[config.mk]
export PLATFORM = sky130hd
export DESIGN_NAME = fetch_unit
export DESIGN_NICKNAME = d
export VERILOG_FILES = /design/src/rtl/fetch_unit.sv
export SDC_FILE = /design/constraint.sdc
export NUM_CORES = 1
export LEC_CHECK = 0
export CORE_AREA = 2 2 144 202
export CTS_CLUSTER_DIAMETER = 40
export DETAILED_ROUTE_END_ITERATION = 10
export DIE_AREA = 0 0 146 204
export GPL_TIMING_DRIVEN = 0
export PLACE_DENSITY_LB_ADDON = 0.1
export SLEW_MARGIN = 10
export SYNTH_ARGS = -nofsm -noshare
export SYNTH_HDL_FRONTEND = slang
export SYNTH_SLANG_ARGS = --single-unit
[constraint.sdc]
create_clock -name clock -period 3.5 [get_ports clock]
set_input_delay 0.525 -clock clock [delete_from_list [all_inputs] [get_ports clock]]
set_output_delay 0.525 -clock clock [all_outputs]
set_load 0.01 [all_outputs]
[src/rtl/fetch_unit.sv]
// -----------------------------------------------------------------------------
// fetch_unit
//
// Instruction fetch stage feeding the decode controller. It generates the PC,
// issues instruction-memory reads (1-cycle read latency), buffers returned
// words in a 2-entry prefetch FIFO and presents one registered instruction
// together with its pre-split decode fields. Downstream stall holds the
// instruction register; a redirect flushes everything and refetches from
// redirect_pc.
//
// Ports:
//   clock          in   rising-edge clock
//   reset          in   synchronous active-low reset
//   im_read        out  registered memory read strobe
//   im_addr        out  registered memory word address
//   im_rdata       in   memory data, valid in the cycle im_read is high
//   stall          in   downstream hold of the instruction register
//   redirect       in   taken branch/jump: flush and refetch
//   redirect_pc    in   target byte address, sampled when redirect=1
//   instr          out  registered current instruction
//   instr_pc       out  byte PC of instr
//   instr_pc_next  out  instr_pc + 4 (link value)
//   instr_valid    out  instr holds a real instruction
//   opcode         out  instr[30:25]
//   sub_op_base    out  instr[4:0]
//   sub_op_ls      out  instr[7:0]
//   sub_op_j       out  instr[24]
//   sub_op_jr      out  instr[4:0]
// -----------------------------------------------------------------------------
module fetch_unit #(
  parameter logic [31:0] PC_RESET      = 32'h0000_0000,
  parameter int unsigned IM_ADDR_WIDTH = 10
) (
  input  logic                     clock,
  input  logic                     reset,
  output logic                     im_read,
  output logic [IM_ADDR_WIDTH-1:0] im_addr,
  input  logic [31:0]              im_rdata,
  input  logic                     stall,
  input  logic                     redirect,
  input  logic [31:0]              redirect_pc,
  output logic [31:0]              instr,
  output logic [31:0]              instr_pc,
  output logic [31:0]              instr_pc_next,
  output logic                     instr_valid,
  output logic [5:0]               opcode,
  output logic [4:0]               sub_op_base,
  output logic [7:0]               sub_op_ls,
  output logic                     sub_op_j,
  output logic [4:0]               sub_op_jr
);

  typedef enum logic [1:0] {
    S_RESET = 2'd0,
    S_RUN   = 2'd1,
    S_REDIR = 2'd2
  } state_e;

  state_e                   state_q, state_d;
  logic [31:0]              fetch_pc_q, fetch_pc_d;
  logic                     im_read_q, im_read_d;
  logic [IM_ADDR_WIDTH-1:0] im_addr_q, im_addr_d;
  logic [31:0]              inflight_pc_q, inflight_pc_d;
  logic [31:0]              fifo0_data_q, fifo0_data_d;
  logic [31:0]              fifo0_pc_q, fifo0_pc_d;
  logic [31:0]              fifo1_data_q, fifo1_data_d;
  logic [31:0]              fifo1_pc_q, fifo1_pc_d;
  logic [1:0]               fifo_cnt_q, fifo_cnt_d;
  logic [31:0]              instr_q, instr_d;
  logic [31:0]              instr_pc_q, instr_pc_d;
  logic [31:0]              instr_pc_next_q, instr_pc_next_d;
  logic                     instr_valid_q, instr_valid_d;

  logic                     load_en_s;
  logic                     fifo_pop_s;
  logic                     bypass_s;
  logic                     push_s;
  logic                     pop_s;
  logic [2:0]               occ_s;
  logic                     issue_s;

  // A read issued last edge (im_read_q) returns its data this cycle, so
  // im_read_q doubles as the in-flight flag and inflight_pc_q is its PC.
  assign load_en_s  = ~stall | ~instr_valid_q;
  assign fifo_pop_s = load_en_s & (fifo_cnt_q != 2'd0);
  assign bypass_s   = load_en_s & (fifo_cnt_q == 2'd0) & im_read_q;
  assign push_s     = im_read_q & ~bypass_s;
  assign pop_s      = fifo_pop_s | bypass_s;
  // Words owned after this edge: buffered + arriving - consumed. Keeping this
  // below 2 before issuing guarantees the FIFO can always absorb the response.
  assign occ_s      = {1'b0, fifo_cnt_q} + {2'b00, im_read_q} - {2'b00, pop_s};
  assign issue_s    = (occ_s < 3'd2);

  // Next-state logic: FSM, instruction register, prefetch FIFO and requests.
  always_comb begin
    state_d         = state_q;
    fetch_pc_d      = fetch_pc_q;
    im_read_d       = im_read_q;
    im_addr_d       = im_addr_q;
    inflight_pc_d   = inflight_pc_q;
    fifo0_data_d    = fifo0_data_q;
    fifo0_pc_d      = fifo0_pc_q;
    fifo1_data_d    = fifo1_data_q;
    fifo1_pc_d      = fifo1_pc_q;
    fifo_cnt_d      = fifo_cnt_q;
    instr_d         = instr_q;
    instr_pc_d      = instr_pc_q;
    instr_pc_next_d = instr_pc_next_q;
    instr_valid_d   = instr_valid_q;

    case (state_q)
      S_RESET: state_d = redirect ? S_REDIR : S_RUN;
      S_RUN:   state_d = redirect ? S_REDIR : S_RUN;
      S_REDIR: state_d = redirect ? S_REDIR : S_RUN;
      default: state_d = S_RESET;
    endcase

    if (redirect) begin
      // Flush: the response arriving this edge is simply not captured, and
      // the target is requested immediately (overrides stall).
      fifo_cnt_d    = 2'd0;
      instr_valid_d = 1'b0;
      im_read_d     = 1'b1;
      im_addr_d     = redirect_pc[IM_ADDR_WIDTH+1:2];
      inflight_pc_d = redirect_pc;
      fetch_pc_d    = redirect_pc + 32'd4;
    end else begin
      if (load_en_s) begin
        if (fifo_cnt_q != 2'd0) begin
          instr_d         = fifo0_data_q;
          instr_pc_d      = fifo0_pc_q;
          instr_pc_next_d = fifo0_pc_q + 32'd4;
          instr_valid_d   = 1'b1;
        end else if (im_read_q) begin
          instr_d         = im_rdata;
          instr_pc_d      = inflight_pc_q;
          instr_pc_next_d = inflight_pc_q + 32'd4;
          instr_valid_d   = 1'b1;
        end else begin
          instr_valid_d   = 1'b0;
        end
      end else begin
        instr_valid_d = instr_valid_q;
      end

      case ({push_s, fifo_pop_s})
        2'b10: begin
          if (fifo_cnt_q == 2'd0) begin
            fifo0_data_d = im_rdata;
            fifo0_pc_d   = inflight_pc_q;
          end else begin
            fifo1_data_d = im_rdata;
            fifo1_pc_d   = inflight_pc_q;
          end
          fifo_cnt_d = fifo_cnt_q + 2'd1;
        end
        2'b01: begin
          fifo0_data_d = fifo1_data_q;
          fifo0_pc_d   = fifo1_pc_q;
          fifo_cnt_d   = fifo_cnt_q - 2'd1;
        end
        2'b11: begin
          if (fifo_cnt_q == 2'd1) begin
            fifo0_data_d = im_rdata;
            fifo0_pc_d   = inflight_pc_q;
          end else begin
            fifo0_data_d = fifo1_data_q;
            fifo0_pc_d   = fifo1_pc_q;
            fifo1_data_d = im_rdata;
            fifo1_pc_d   = inflight_pc_q;
          end
        end
        default: fifo_cnt_d = fifo_cnt_q;
      endcase

      if (issue_s) begin
        im_read_d     = 1'b1;
        im_addr_d     = fetch_pc_q[IM_ADDR_WIDTH+1:2];
        inflight_pc_d = fetch_pc_q;
        fetch_pc_d    = fetch_pc_q + 32'd4;
      end else begin
        im_read_d     = 1'b0;
      end
    end
  end

  // State register with synchronous active-low reset.
  always_ff @(posedge clock) begin
    if (!reset) begin
      state_q         <= S_RESET;
      fetch_pc_q      <= PC_RESET;
      im_read_q       <= 1'b0;
      im_addr_q       <= '0;
      inflight_pc_q   <= 32'd0;
      fifo0_data_q    <= 32'd0;
      fifo0_pc_q      <= 32'd0;
      fifo1_data_q    <= 32'd0;
      fifo1_pc_q      <= 32'd0;
      fifo_cnt_q      <= 2'd0;
      instr_q         <= 32'd0;
      instr_pc_q      <= 32'd0;
      instr_pc_next_q <= 32'd4;
      instr_valid_q   <= 1'b0;
    end else begin
      state_q         <= state_d;
      fetch_pc_q      <= fetch_pc_d;
      im_read_q       <= im_read_d;
      im_addr_q       <= im_addr_d;
      inflight_pc_q   <= inflight_pc_d;
      fifo0_data_q    <= fifo0_data_d;
      fifo0_pc_q      <= fifo0_pc_d;
      fifo1_data_q    <= fifo1_data_d;
      fifo1_pc_q      <= fifo1_pc_d;
      fifo_cnt_q      <= fifo_cnt_d;
      instr_q         <= instr_d;
      instr_pc_q      <= instr_pc_d;
      instr_pc_next_q <= instr_pc_next_d;
      instr_valid_q   <= instr_valid_d;
    end
  end

  assign im_read       = im_read_q;
  assign im_addr       = im_addr_q;
  assign instr         = instr_q;
  assign instr_pc      = instr_pc_q;
  assign instr_pc_next = instr_pc_next_q;
  assign instr_valid   = instr_valid_q;

  // Decode fields are pure slices of the registered instruction.
  assign opcode        = instr_q[30:25];
  assign sub_op_base   = instr_q[4:0];
  assign sub_op_ls     = instr_q[7:0];
  assign sub_op_j      = instr_q[24];
  assign sub_op_jr     = instr_q[4:0];

endmodule

==> flow_summary.toml, run 1 <==
[outcome]
run_status = "finished, final reports clean"

[placed_design]
port-buffer-count = 199
dp.cells = 2257
pre_cts_ws_ns = -1.099
dp_hpwl_um = 33010
routabilityCongestion = 0.9521

[synthesis]
synthArstFlopShare = 0
yosysSeqAreaShare = 0.4213
synth_edf_count = 0
synthesis.nets = 1760
avgSynthCellArea_um2 = 8.187
ys_types = 59
ys_warn_count = 0
synth.cell_area_um2 = 13780
synthFlopType = "dfxtp_1"
ys_ff_latch = 290
syn_inst = 1683

[worst_setup_path]
path_class = "reg -> reg"
worst_path_dominant_cell_family = "buffers and inverters"
reg2reg_slack_ns = 0.09
crit_required_ns = 3.95
critical_path_cell_count = 11
critical_path.cell_chain = "inv_1, ha_1, nor2b_1, a21oi_2, buf_4, and2_1, clkbuf_1, clkbuf_1, clkbuf_1, o21ai_0, a21oi_1"
startpoint_type = "flip-flop"
crit_path_frequent_cell = "clkbuf_1"
crit_path_end_kind = "flip-flop"
critPathArrivalTime_ns = 3.86
critical-path-slowest-cell = "clkbuf_1"
ff2ff_path_depth = 11
crit_path_max_incr_delay_ns = 0.69
crit_fanout = 10
critical_path_buf_inv_count = 5

[sta]
holdWs_ns = 0.4502
drv_slew = 0
setup_viol_count_final = 0
finalHoldViolCount = 0
timing.final.crit_share = 0.9743
worst-slew-pin-transition_ns = 1.190
rsz0062_at_grt = "true"
finalSetupTns_ns = 0
fin_ws_ns = 0.09000
timing.fmax_mhz = 293.3
maxSlewHeadroom = 0.2065
fin_crit_ns = 3.410
finClkSkew_ns = 0.01239

[clock_network]
cts_hold_buf = 0
path_clk_slew_ns = 0.06
clock-sinks = 290
h-tree-depth = 2
cts_buffers = 37
cts_tree = "done"
cts_root_buffer = "clkbuf_16"
clk_latency_ns = 0.53
cts_max_path_buffers = 3

[global_routing]
grt_pass1_wl_um = 68940
grt_overflow = 0
grt_max_degree = 14
grt_use_total = 0.2908
first_global_vias = 12700
antenna_found_initial = 1

[hold_path]
min_path_type = "reg -> reg"
holdPathStages = 1

[power]
power_density_nw_per_um2 = 677.1
p_leak_nw = 6.412
vdd_ir_drop_max_mv = 0.3555

[die]
die_x_um = 146
ios = 201
fp.dieH_um = 204
die-area_um2 = 29780
design.core.area_um2 = 28130
row_count = 73
initial_core_util = 0.4898

[routing]
drtAntennaViolNets = 0
viasPerCell = 5.720
totalWireLength_um = 44510
drtIter0Drc = 740
drtPass1Iterations = 5
drc = 0
vias = 13299
wl_per_cell_um = 19.15

[final_layout]
drive_gt1_frac = 0.08872
area_delta_synth_final_pct = 27.59
layout.nets = 2001
final-instance-count-excl-fill = 2325
antenna_cells = 0

[run]
drv_cap = 0
==> area by class of cell <==
cell class	count	area, um^2
fillers	2611	10550
multi-input cells	1213	7178
flip-flops and latches	290	5806
repair buffers	204	2042
clock buffers	46	999.7
plain buffers	164	842.1
well taps	375	469.2
clock inverters	19	191.4
inverters	14	52.55
==> layer usage <==
layer  track usage  vias up  part of all wire
li1              -     6407                 -
met1        0.3484     6258              0.40
met2        0.5096      514              0.49
met3       0.04442      118             0.061
met4        0.1415        2             0.043
met5             0        -           0.00022
==> where the power goes <==
group,internal [W],switching (W)
clock network,0.00221,0.00153
logic,0.00167,0.00227
registers,0.00378,0.000449
total,0.00766,0.00425
==> per-stage QoR <==
step | instance area, um^2 | util | total power [W]
3_5_place_dp | 16240 | 0.5773 | 0.008103
2_1_floorplan | 13780 | - | 0.006447
4_1_cts | 17490 | 0.6218 | 0.01185
3_3_place_gp | 16240 | 0.5773 | 0.008037
5_1_grt | 17580 | 0.6249 | 0.01242
6_report | 17580 | 0.6249 | 0.01190
==> path summary, 6_finish.rpt <==
kind / start / to
worst max-delay path: fifo_cnt_q[1] / instr_pc_next[28]
worst min-delay path: instr_pc_next[2] / instr_pc_next[2]
worst max register to register: fifo_cnt_q[1] / instr_pc_next[28]
worst min register to register: instr_pc_next[2] / instr_pc_next[2]
==> worst reg2reg max path, cell delays in order (launching register included) <==
cell,delay (ns)
dfxtp_1,0.37
inv_1,0.12
ha_1,0.25
nor2b_1,0.17
a21oi_2,0.14
buf_4,0.14
and2_1,0.11
clkbuf_1,0.29
clkbuf_1,0.58
clkbuf_1,0.69
o21ai_0,0.29
a21oi_1,0.19
==> cell usage after synthesis (all sizes together) (9+ instances only) <==
master  number  area share
nand4b      10      0.0085
o21ai       36       0.013
a21oi      137       0.050
nor3        22      0.0087
nor2       191       0.052
buf         70       0.033
nand2      276       0.075
mux2i       68       0.049
dfxtp      290        0.42
o22ai        9      0.0041
a211oi     134       0.073
a22oi       70       0.039
mux2        10      0.0082
nand4       28       0.014
xnor2       39       0.025
nand3b      11      0.0069
xor2        28       0.018
nand3       59       0.021
clkbuf      96       0.026
inv         13      0.0035
==> kinds of logic (layout without fill, tap and decap cells) <==
family	count (synthesis)	in the layout	share of synthesized area
buf+inv	180	447	0.06256
compound gates	425	425	0.2030
flops	290	290	0.4213
mux	78	78	0.05757
fa+ha+maj	9	9	0.008717
simple gates	634	634	0.2042
xor+xnor	67	67	0.04259
==> placed cells by master, fill, tap and decap left out, types with 58 or more instances in the layout <==
| cell type | instances |
|---|---|
| a22oi_1 | 68 |
| clkbuf_1 | 83 |
| dfxtp_1 | 290 |
| a21oi_1 | 136 |
| nand3_1 | 58 |
| clkdlybuf4s50_1 | 199 |
| nand2_1 | 276 |
| mux2i_1 | 68 |
| nor2_1 | 189 |
| a211oi_1 | 134 |
==> flip-flops by register name, indices dropped and copies added (netlist names), 23 cells and up <==
signal,count
fifo0_pc_q,32
inflight_pc_q,23
instr_pc,32
instr_pc_next,30
fetch_pc_q,32
instr,32
fifo1_data_q,32
fifo0_data_q,32
fifo1_pc_q,32
==> repair_timing <==
action                     CTS  global route
resized for setup           15            38
pin swaps                    0             2
setup endpoints to repair   52           154
cloned                       0             0
buffers inserted             1             4
No activity file was read; power rests on OpenSTA's default activity.
==> inputs of run 2 (changes only) <==
CORE_AREA = 2 2 174 244   (was 2 2 144 202)
DIE_AREA = 0 0 176 246   (was 0 0 146 204)
==> flow_summary.toml, run 2 (synthesis gave the netlist of run 1 again) <==
[routing]
vias = 12979
viasPerCell = 5.204
drtIter0Drc = 624
drtAntennaViolNets = 0
drtPass1Iterations = 6
drc = 0
totalWireLength_um = 48610
wl_per_cell_um = 19.49

[global_routing]
grt_max_degree = 14
grt_overflow = 0
antenna_found_initial = 1
grt_pass1_wl_um = 75090
first_global_vias = 12887
grt_use_total = 0.2225

[die]
ios = 201
design.core.area_um2 = 41070
fp.dieH_um = 246
die-area_um2 = 43300
initial_core_util = 0.3355
die_x_um = 176
row_count = 88

[sta]
drv_slew = 0
worst-slew-pin-transition_ns = 1.187
timing.fmax_mhz = 304.8
holdWs_ns = 0.4469
finClkSkew_ns = 0.01827
fin_ws_ns = 0.2194
maxSlewHeadroom = 0.2088
finalHoldViolCount = 0
setup_viol_count_final = 0
rsz0062_at_grt = "false"
fin_crit_ns = 3.281
timing.final.crit_share = 0.9373

[worst_setup_path]
critical_path_buf_inv_count = 6
crit_path_max_incr_delay_ns = 0.35
critical_path.cell_chain = "buf_6, buf_6, buf_2, clkbuf_4, buf_2, nand2_1, o21ai_1, ha_2, nand4_1, o22ai_4, buf_4, nand3_1, o31a_1, nor3_1, a211oi_1"
startpoint_type = "input port"
crit_required_ns = 3.90
critPathArrivalTime_ns = 3.68
worst_path_dominant_cell_family = "buffers and inverters"
path_class = "in -> reg"
critical-path-slowest-cell = "o22ai_4"
crit_fanout = 10
crit_path_end_kind = "flip-flop"

[final_layout]
antenna_cells = 0
final-instance-count-excl-fill = 2494
final_area_um2 = 17890
final_core_util = 0.4356
layout.nets = 2004
mostFrequentLayoutCells = "dfxtp_1 (290), nand2_1 (276), clkdlybuf4s50_1 (199), nor2_1 (189), a21oi_1 (136)"
layout_commonest_cell = "dfxtp_1"
area_delta_synth_final_pct = 29.82
drive_gt1_frac = 0.09314

[clock_network]
clock-sinks = 290
clk_latency_ns = 0.54
path_clk_slew_ns = 0.06
cts_max_path_buffers = 3
cts_root_buffer = "clkbuf_16"
cts_tree = "done"
cts_buffers = 39
h-tree-depth = 2
cts_hold_buf = 0

[placed_design]
place_area_um2 = 16450
pre_cts_ws_ns = -1.225
port-buffer-count = 199
routabilityCongestion = 0.8960
dp.cells = 2422
dp_hpwl_um = 36880

[power]
power_density_nw_per_um2 = 678.7
p_leak_nw = 6.455
vdd_ir_drop_max_mv = 0.4166

[run]
drv_cap = 0

[hold_path]
min_path_type = "reg -> reg"

[outcome]
run_status = "finished, final reports clean"
==> run 2: what timing repair did <==
action	CTS	global route
pin swaps	1	1
setup endpoints to repair	119	183
gates resized for setup	15	43
setup buffers	3	3
==> run 2: area by class of cell <==
cell class,count,area [um^2]
Tap cell,540,675.6
Sequential cell,290,5806
Buffer,164,850.8
Timing Repair Buffer,205,2037
Multi-Input combinational cell,1213,7179
Fill cell,4213,23180
Clock buffer,49,1115
Inverter,14,52.55
Clock inverter,19,172.7
==> run 2: path summary, 6_finish.rpt <==
| kind | from | end | cells after the start | slack [ns] |
|---|---|---|---|---|
| min reg2reg | instr_pc_next[2] | instr_pc_next[2] | 1 | 0.45 |
| max reg2reg | fifo_cnt_q[1] | instr_pc_next[26] | 14 | 0.23 |
| min | instr_pc_next[2] | instr_pc_next[2] | 1 | 0.45 |
| max | redirect | fetch_pc_q[30] | 15 | 0.22 |
==> run 2: power breakdown <==
group / internal, W / leakage [nW] / switching (W)
logic: 0.00168 / 3.46 / 0.00229
registers: 0.00378 / 2.37 / 0.000443
clock network: 0.00235 / 0.632 / 0.00159
==> run 2: layer usage <==
metal	track usage	wire length [um]
met2	0.3925	23870
met4	0.1043	2286
met5	0	0
met3	0.02670	2006
met1	0.2683	20450
==> run 2: through the flow <==
stage	TNS (ns)	power, W
2_1_floorplan	0	0.006447
3_3_place_gp	-27.01	0.008162
3_5_place_dp	-30.36	0.008204
4_1_cts	0	0.01219
5_1_grt	0	0.01277
6_report	0	0.01214
